**src/rtl/puf_pkg.sv**
```systemverilog
// puf_pkg: shared FSM encoding and timing defaults for the PUF response path
package puf_pkg;
  localparam int PUF_CHAL_W     = 64;
  localparam int PUF_CLEAR_CYC  = 4;
  localparam int PUF_SETTLE_CYC = 16;
  typedef enum logic [2:0] {
    S_IDLE    = 3'd0,
    S_CLEAR   = 3'd1,
    S_RACE    = 3'd2,
    S_CAPTURE = 3'd3,
    S_DONE    = 3'd4
  } state_t;
endpackage

```
**src/rtl/sync_2ff.sv**
```systemverilog
// sync_2ff: two-flop synchroniser for an asynchronous single-bit input
module sync_2ff (
  input  logic clk,
  input  logic reset,
  input  logic d,
  output logic q
);
  logic meta_q;
  // shift the asynchronous input through two flops before anyone looks at it
  always_ff @(posedge clk)
    if (reset) {q, meta_q} <= 2'b00;
    else       {q, meta_q} <= {meta_q, d};
endmodule

```
**src/rtl/puf_triple_sampler.sv**
```systemverilog
// puf_triple_sampler: clears, launches and samples the arbiter PUF three times per challenge
module puf_triple_sampler
  import puf_pkg::*;
#(
  parameter int CHAL_W     = PUF_CHAL_W,
  parameter int CLEAR_CYC  = PUF_CLEAR_CYC,
  parameter int SETTLE_CYC = PUF_SETTLE_CYC,
  parameter int CNT_W      = 8
) (
  input  logic              clk,
  input  logic              reset,
  input  logic              start,
  input  logic [CHAL_W-1:0] challenge,
  output logic              busy,
  output logic [CHAL_W-1:0] puf_challenge,
  output logic              puf_clear,
  output logic              puf_launch,
  input  logic              puf_resp,
  output logic [2:0]        samples,
  output logic              samples_valid
);
  if (CLEAR_CYC < 1 || SETTLE_CYC < 3 || CLEAR_CYC > 2**CNT_W || SETTLE_CYC > 2**CNT_W) begin : g_bad_params
    $error("puf_triple_sampler: CLEAR_CYC/SETTLE_CYC out of range for CNT_W");
  end
  state_t              state_q, state_d;
  logic [CNT_W-1:0]    cnt_q, cnt_d;
  logic [1:0]          idx_q, idx_d;
  logic [2:0]          samples_q, samples_d;
  logic [CHAL_W-1:0]   chal_q, chal_d;
  logic                busy_q, busy_d, clear_q, clear_d, launch_q, launch_d, valid_q, valid_d;
  logic                resp_s;
  sync_2ff u_sync (
    .clk  (clk),
    .reset(reset),
    .d    (puf_resp),
    .q    (resp_s)
  );
  // next-state logic; outputs are decoded from the next state so they register in step with it
  always_comb begin
    state_d   = state_q;
    cnt_d     = cnt_q;
    idx_d     = idx_q;
    samples_d = samples_q;
    chal_d    = chal_q;
    case (state_q)
      S_IDLE: if (start) begin
        state_d   = S_CLEAR;
        chal_d    = challenge;
        samples_d = '0;
        idx_d     = '0;
        cnt_d     = '0;
      end
      S_CLEAR: begin
        state_d = cnt_q == CNT_W'(CLEAR_CYC - 1) ? S_RACE : S_CLEAR;
        cnt_d   = cnt_q == CNT_W'(CLEAR_CYC - 1) ? '0 : cnt_q + 1'b1;
      end
      S_RACE: begin
        state_d = cnt_q == CNT_W'(SETTLE_CYC - 1) ? S_CAPTURE : S_RACE;
        cnt_d   = cnt_q == CNT_W'(SETTLE_CYC - 1) ? '0 : cnt_q + 1'b1;
      end
      S_CAPTURE: begin
        samples_d[idx_q] = resp_s;
        state_d          = idx_q == 2'd2 ? S_DONE : S_CLEAR;
        idx_d            = idx_q == 2'd2 ? idx_q : idx_q + 2'd1;
      end
      default: state_d = S_IDLE;
    endcase
    busy_d   = state_d != S_IDLE;
    clear_d  = state_d == S_CLEAR;
    launch_d = state_d == S_RACE || state_d == S_CAPTURE;
    valid_d  = state_d == S_DONE;
  end
  // state and registered outputs; reset wins over everything, including mid-run
  always_ff @(posedge clk)
    if (reset) begin
      state_q   <= S_IDLE;
      cnt_q     <= '0;
      idx_q     <= '0;
      samples_q <= '0;
      chal_q    <= '0;
      busy_q    <= 1'b0;
      clear_q   <= 1'b0;
      launch_q  <= 1'b0;
      valid_q   <= 1'b0;
    end else begin
      state_q   <= state_d;
      cnt_q     <= cnt_d;
      idx_q     <= idx_d;
      samples_q <= samples_d;
      chal_q    <= chal_d;
      busy_q    <= busy_d;
      clear_q   <= clear_d;
      launch_q  <= launch_d;
      valid_q   <= valid_d;
    end
  assign busy          = busy_q;
  assign puf_challenge = chal_q;
  assign puf_clear     = clear_q;
  assign puf_launch    = launch_q;
  assign samples       = samples_q;
  assign samples_valid = valid_q;
endmodule

```
**config.mk**
```make
export PLATFORM = sky130hd
export DESIGN_NAME = puf_triple_sampler
export DESIGN_NICKNAME = d
export VERILOG_FILES = /design/src/rtl/puf_pkg.sv /design/src/rtl/sync_2ff.sv /design/src/rtl/puf_triple_sampler.sv
export SDC_FILE = /design/constraint.sdc
export NUM_CORES = 1
export LEC_CHECK = 0
export ABC_AREA = 1
export BUFFER_PORTS_ARGS = -buffer_cell sky130_fd_sc_hd__buf_2
export CAP_MARGIN = 30
export CORE_UTILIZATION = 40
export CTS_BUF_LIST = sky130_fd_sc_hd__clkbuf_16
export DETAILED_ROUTE_END_ITERATION = 6
export PLACE_DENSITY_LB_ADDON = 0.25
export SLEW_MARGIN = 20
export SYNTH_ARGS = -nofsm -noshare
export SYNTH_HDL_FRONTEND = slang
export SYNTH_HIERARCHICAL = 1
export SYNTH_SLANG_ARGS = --single-unit
```
**constraint.sdc**
```tcl
create_clock -name clk -period 1.3 [get_ports clk]
set_input_delay 0.26 -clock clk [delete_from_list [all_inputs] [get_ports clk]]
set_output_delay 0.26 -clock clk [all_outputs]
set_load 0.02 [all_outputs]
```
==> impl_results.md <==
* Result of the run: finished, final reports clean
* Vias in the first global route at 2831
* Crit start category: flop
* Tmin final at 1.27 ns
* Starting Density at 0.413
* Total number of vias at 3178
* VDD IR-drop max at 0.807 mV
* Slew of the pin with the lowest slew margin at 0.234 ns
* CTS Buf Count at 9
* Worst EP arrival at 1.49 ns
* # nets final at 652
* PD cells at 1390 nW/um^2
* Pin count of the biggest net entering global routing at 51
* Number of port buffers at 138
* Post-Place Worst Slack at -0.0479 ns
* DR WL/cell at 11.1 um
* #FFs+latches synth at 86
* Row count at 33
* Top Usage Layer GRT: met2
* FF-to-FF End: cnt_q[3]$_SDFFE_PP0P_
* Yosys warning total at 6
* TritonCTS clock tree: done
* R2r setup slk at 0.03 ns
* H-tree levels at 3
* # setup viols final at 0
* Worst hold path endpoint: u_sync/meta_q$_SDFF_PP0_
* Clock Tree Buf Depth at 2
* ANT cells at 0
* Core box area at 8220 sq um
* Max Fclk at 788 MHz
* Die Span Y at 94.1 um
* Clock latency at the later pin of the worst-skew pair at 0.33 ns
* Launch point of the worst hold path: puf_resp
* Initial antenna violation count at 0
* Slack of the critical path at 0.0314 ns
* Post-synthesis average cell area at 7.85 sq um
* Hold depth at 3
* Main flop type after synthesis: dfxtp_1
* Critical path endpoint category: flop
* GR Overflow Total at 0
* DRT Pass-1 Iters at 4
* Share of cells above drive strength 1 at 0.349
* FF-to-FF path depth at 8
* RSZ-0062 raised after global routing: yes
* Clock Skew at 0.00705 ns
* WS Path Type: reg2reg
* Register area share after synthesis at 0.508
* Lkg Pwr at 2.23 nW
* Max Transition Viols Final at 0
* HPWL Detailed at 5360 um
* Mapped Area at 3390 sq um
* Post-synth EDFFs at 0
* Fill cell count at 787
* Yosys cell types at 22
* Area Growth Syn to Fin at 37.4%
* Worst EP required at 1.52 ns
* Drt total wl at 7660 um
* Synth Instances at 432
* CP max FO at 5
* 1st-iter DRT viols at 150
* Final ANT Viol Nets at 0
* Drt drc at 0
* Max-cap viol count at 0
* Relative slew slack at 0.844
* Hold Crit Class: in2reg
* First-pass GRT wire length at 11900 um
* Clock root cell: clkbuf_16
* Die width at 94.1 um
* Ports at 139
* Clock slew at reported path FFs at 0.06 ns
* RD Place Congestion at 0.801
* GR Util met1 at 0.187
* Tcrit/Tclk final at 0.976
* Final Hold Violating Endpoints at 0
* DIE AREA at 8850 sq um
* Total power at 6.49 mW
* Clock sink count at 86
* Total track usage at 0.172
* Synth async-reset ratio at 0
* Post-layout util at 0.567
* Met2 Use GR at 0.301
* Critical register-to-register path startpoint: cnt_q[0]$_SDFFE_PP0P_
* Hold_buf cts at 0
* Syn nets at 504
* Met3 Use GR at 0.0607
* DR vias/cell at 4.61
==> cell families after synthesis <==
kind of cell               share of synthesized area
AOI/OAI and AO/OA                              0.213
adders and majority gates                     0.0148
buffers and inverters                          0.150
DFF                                            0.508
and+or+nand+nor                                0.115
==> layout make-up <==
class,count,area [sq um],area share
clock inverters,7,73.8,0.0159
repair buffers,158,903,0.194
multi-input cells,234,1240,0.267
inverters,90,345,0.0742
repair inverters,1,5.00,0.00107
well taps,105,131,0.0282
clock buffers,9,225,0.0484
flip-flops and latches,86,1730,0.372
==> synthesized netlist by cell type, types with 3 or more instances <==
master | n | share of area
a21oi_1 | 73 | 0.11
buf_6 | 11 | 0.037
clkbuf_1 | 8 | 0.0089
dfxtp_1 | 86 | 0.51
ha_1 | 4 | 0.015
inv_1 | 88 | 0.097
nand2_1 | 39 | 0.043
nand3_1 | 24 | 0.035
nor2_1 | 14 | 0.016
nor2_2 | 3 | 0.0055
o21ai_0 | 29 | 0.043
o21ai_1 | 39 | 0.058
==> registers in the layout, indices dropped and copies added (netlist names), 2 cells and up <==
name,cells
state_q,3
puf_challenge,64
samples,3
idx_q,2
cnt_q,8
==> routing by layer <==
metal,part of all wire,up-vias
met2,0.48,101
met4,0.018,0
met5,0,-
li1,-,1676
met3,0.077,13
met1,0.42,1388
==> worst max-delay path, cell delays in order (launching register included) <==
cell and delay [ns]:
dfxtp_2 0.35, ha_4 0.16, inv_4 0.05, nor3_4 0.18
nand2_2 0.10, nand2_4 0.11, nand3_2 0.07, nand2_2 0.09
nor2_1 0.05
==> what timing repair did <==
item	CTS	global route
pin swaps	1	5
gates cloned	0	1
gates resized for setup	3	39
setup endpoints to repair	13	58
buffers inserted	2	4
endpoints found under the hold margin	0	0
==> power breakdown <==
group,internal (mW),switching (mW),leakage [nW]
registers,2.83,0.0873,0.713
clock network,1.49,1.04,0.145
logic,0.404,0.631,1.37
total,4.73,1.76,2.23
==> metrics by stage <==
stage	std cells	hold slack, ns	cell area, sq um	TNS [ns]
global route	690	0.133	4660	-0.116
CTS	685	0.122	4530	0
floorplan	432	0.331	3390	0
finish	690	0.130	4660	0
detailed placement	667	0.396	4210	-0.230
global placement	667	0.394	4210	0
==> worst max path at each step <==
stage | startpoint | end | cells past startpoint
final | cnt_q[0]$_SDFFE_PP0P_ | cnt_q[3]$_SDFFE_PP0P_ | 8
after global routing | state_q[0]$_SDFF_PP0_ | state_q[0]$_SDFF_PP0_ | 9
after CTS | state_q[0]$_SDFF_PP0_ | puf_challenge[32]$_SDFFE_PP0P_ | 5
after detailed placement | cnt_q[0]$_SDFFE_PP0P_ | cnt_q[4]$_SDFFE_PP0P_ | 8
after global placement | cnt_q[0]$_SDFFE_PP0P_ | cnt_q[6]$_SDFFE_PP0P_ | 8
after floorplan | cnt_q[0]$_SDFFE_PP0P_ | cnt_q[3]$_SDFFE_PP0P_ | 8
==> cell usage in the layout, fill, tap and decap left out <==
cell type / n
buf_2: 138
o21bai_1: 1
dfxtp_2: 8
nor2_2: 2
nand2_4: 2
inv_8: 1
buf_12: 5
bufinv_16: 1
nand3_1: 22
nor3_4: 1
nand2_1: 37
ha_1: 3
o21ai_0: 15
nand2_2: 2
nor3_1: 1
clkinvlp_4: 2
o21ai_1: 53
nor2_4: 3
inv_1: 86
nand3_2: 3
clkbuf_16: 9
a211oi_1: 1
nor2_1: 12
buf_4: 15
a21oi_1: 72
a21oi_2: 1
clkinv_2: 2
dfxtp_1: 78
nand3_4: 1
ha_4: 1
clkinv_4: 2
inv_4: 1
inv_2: 3
nor3_2: 1
Note: power is estimated with default switching activity, not from simulation.
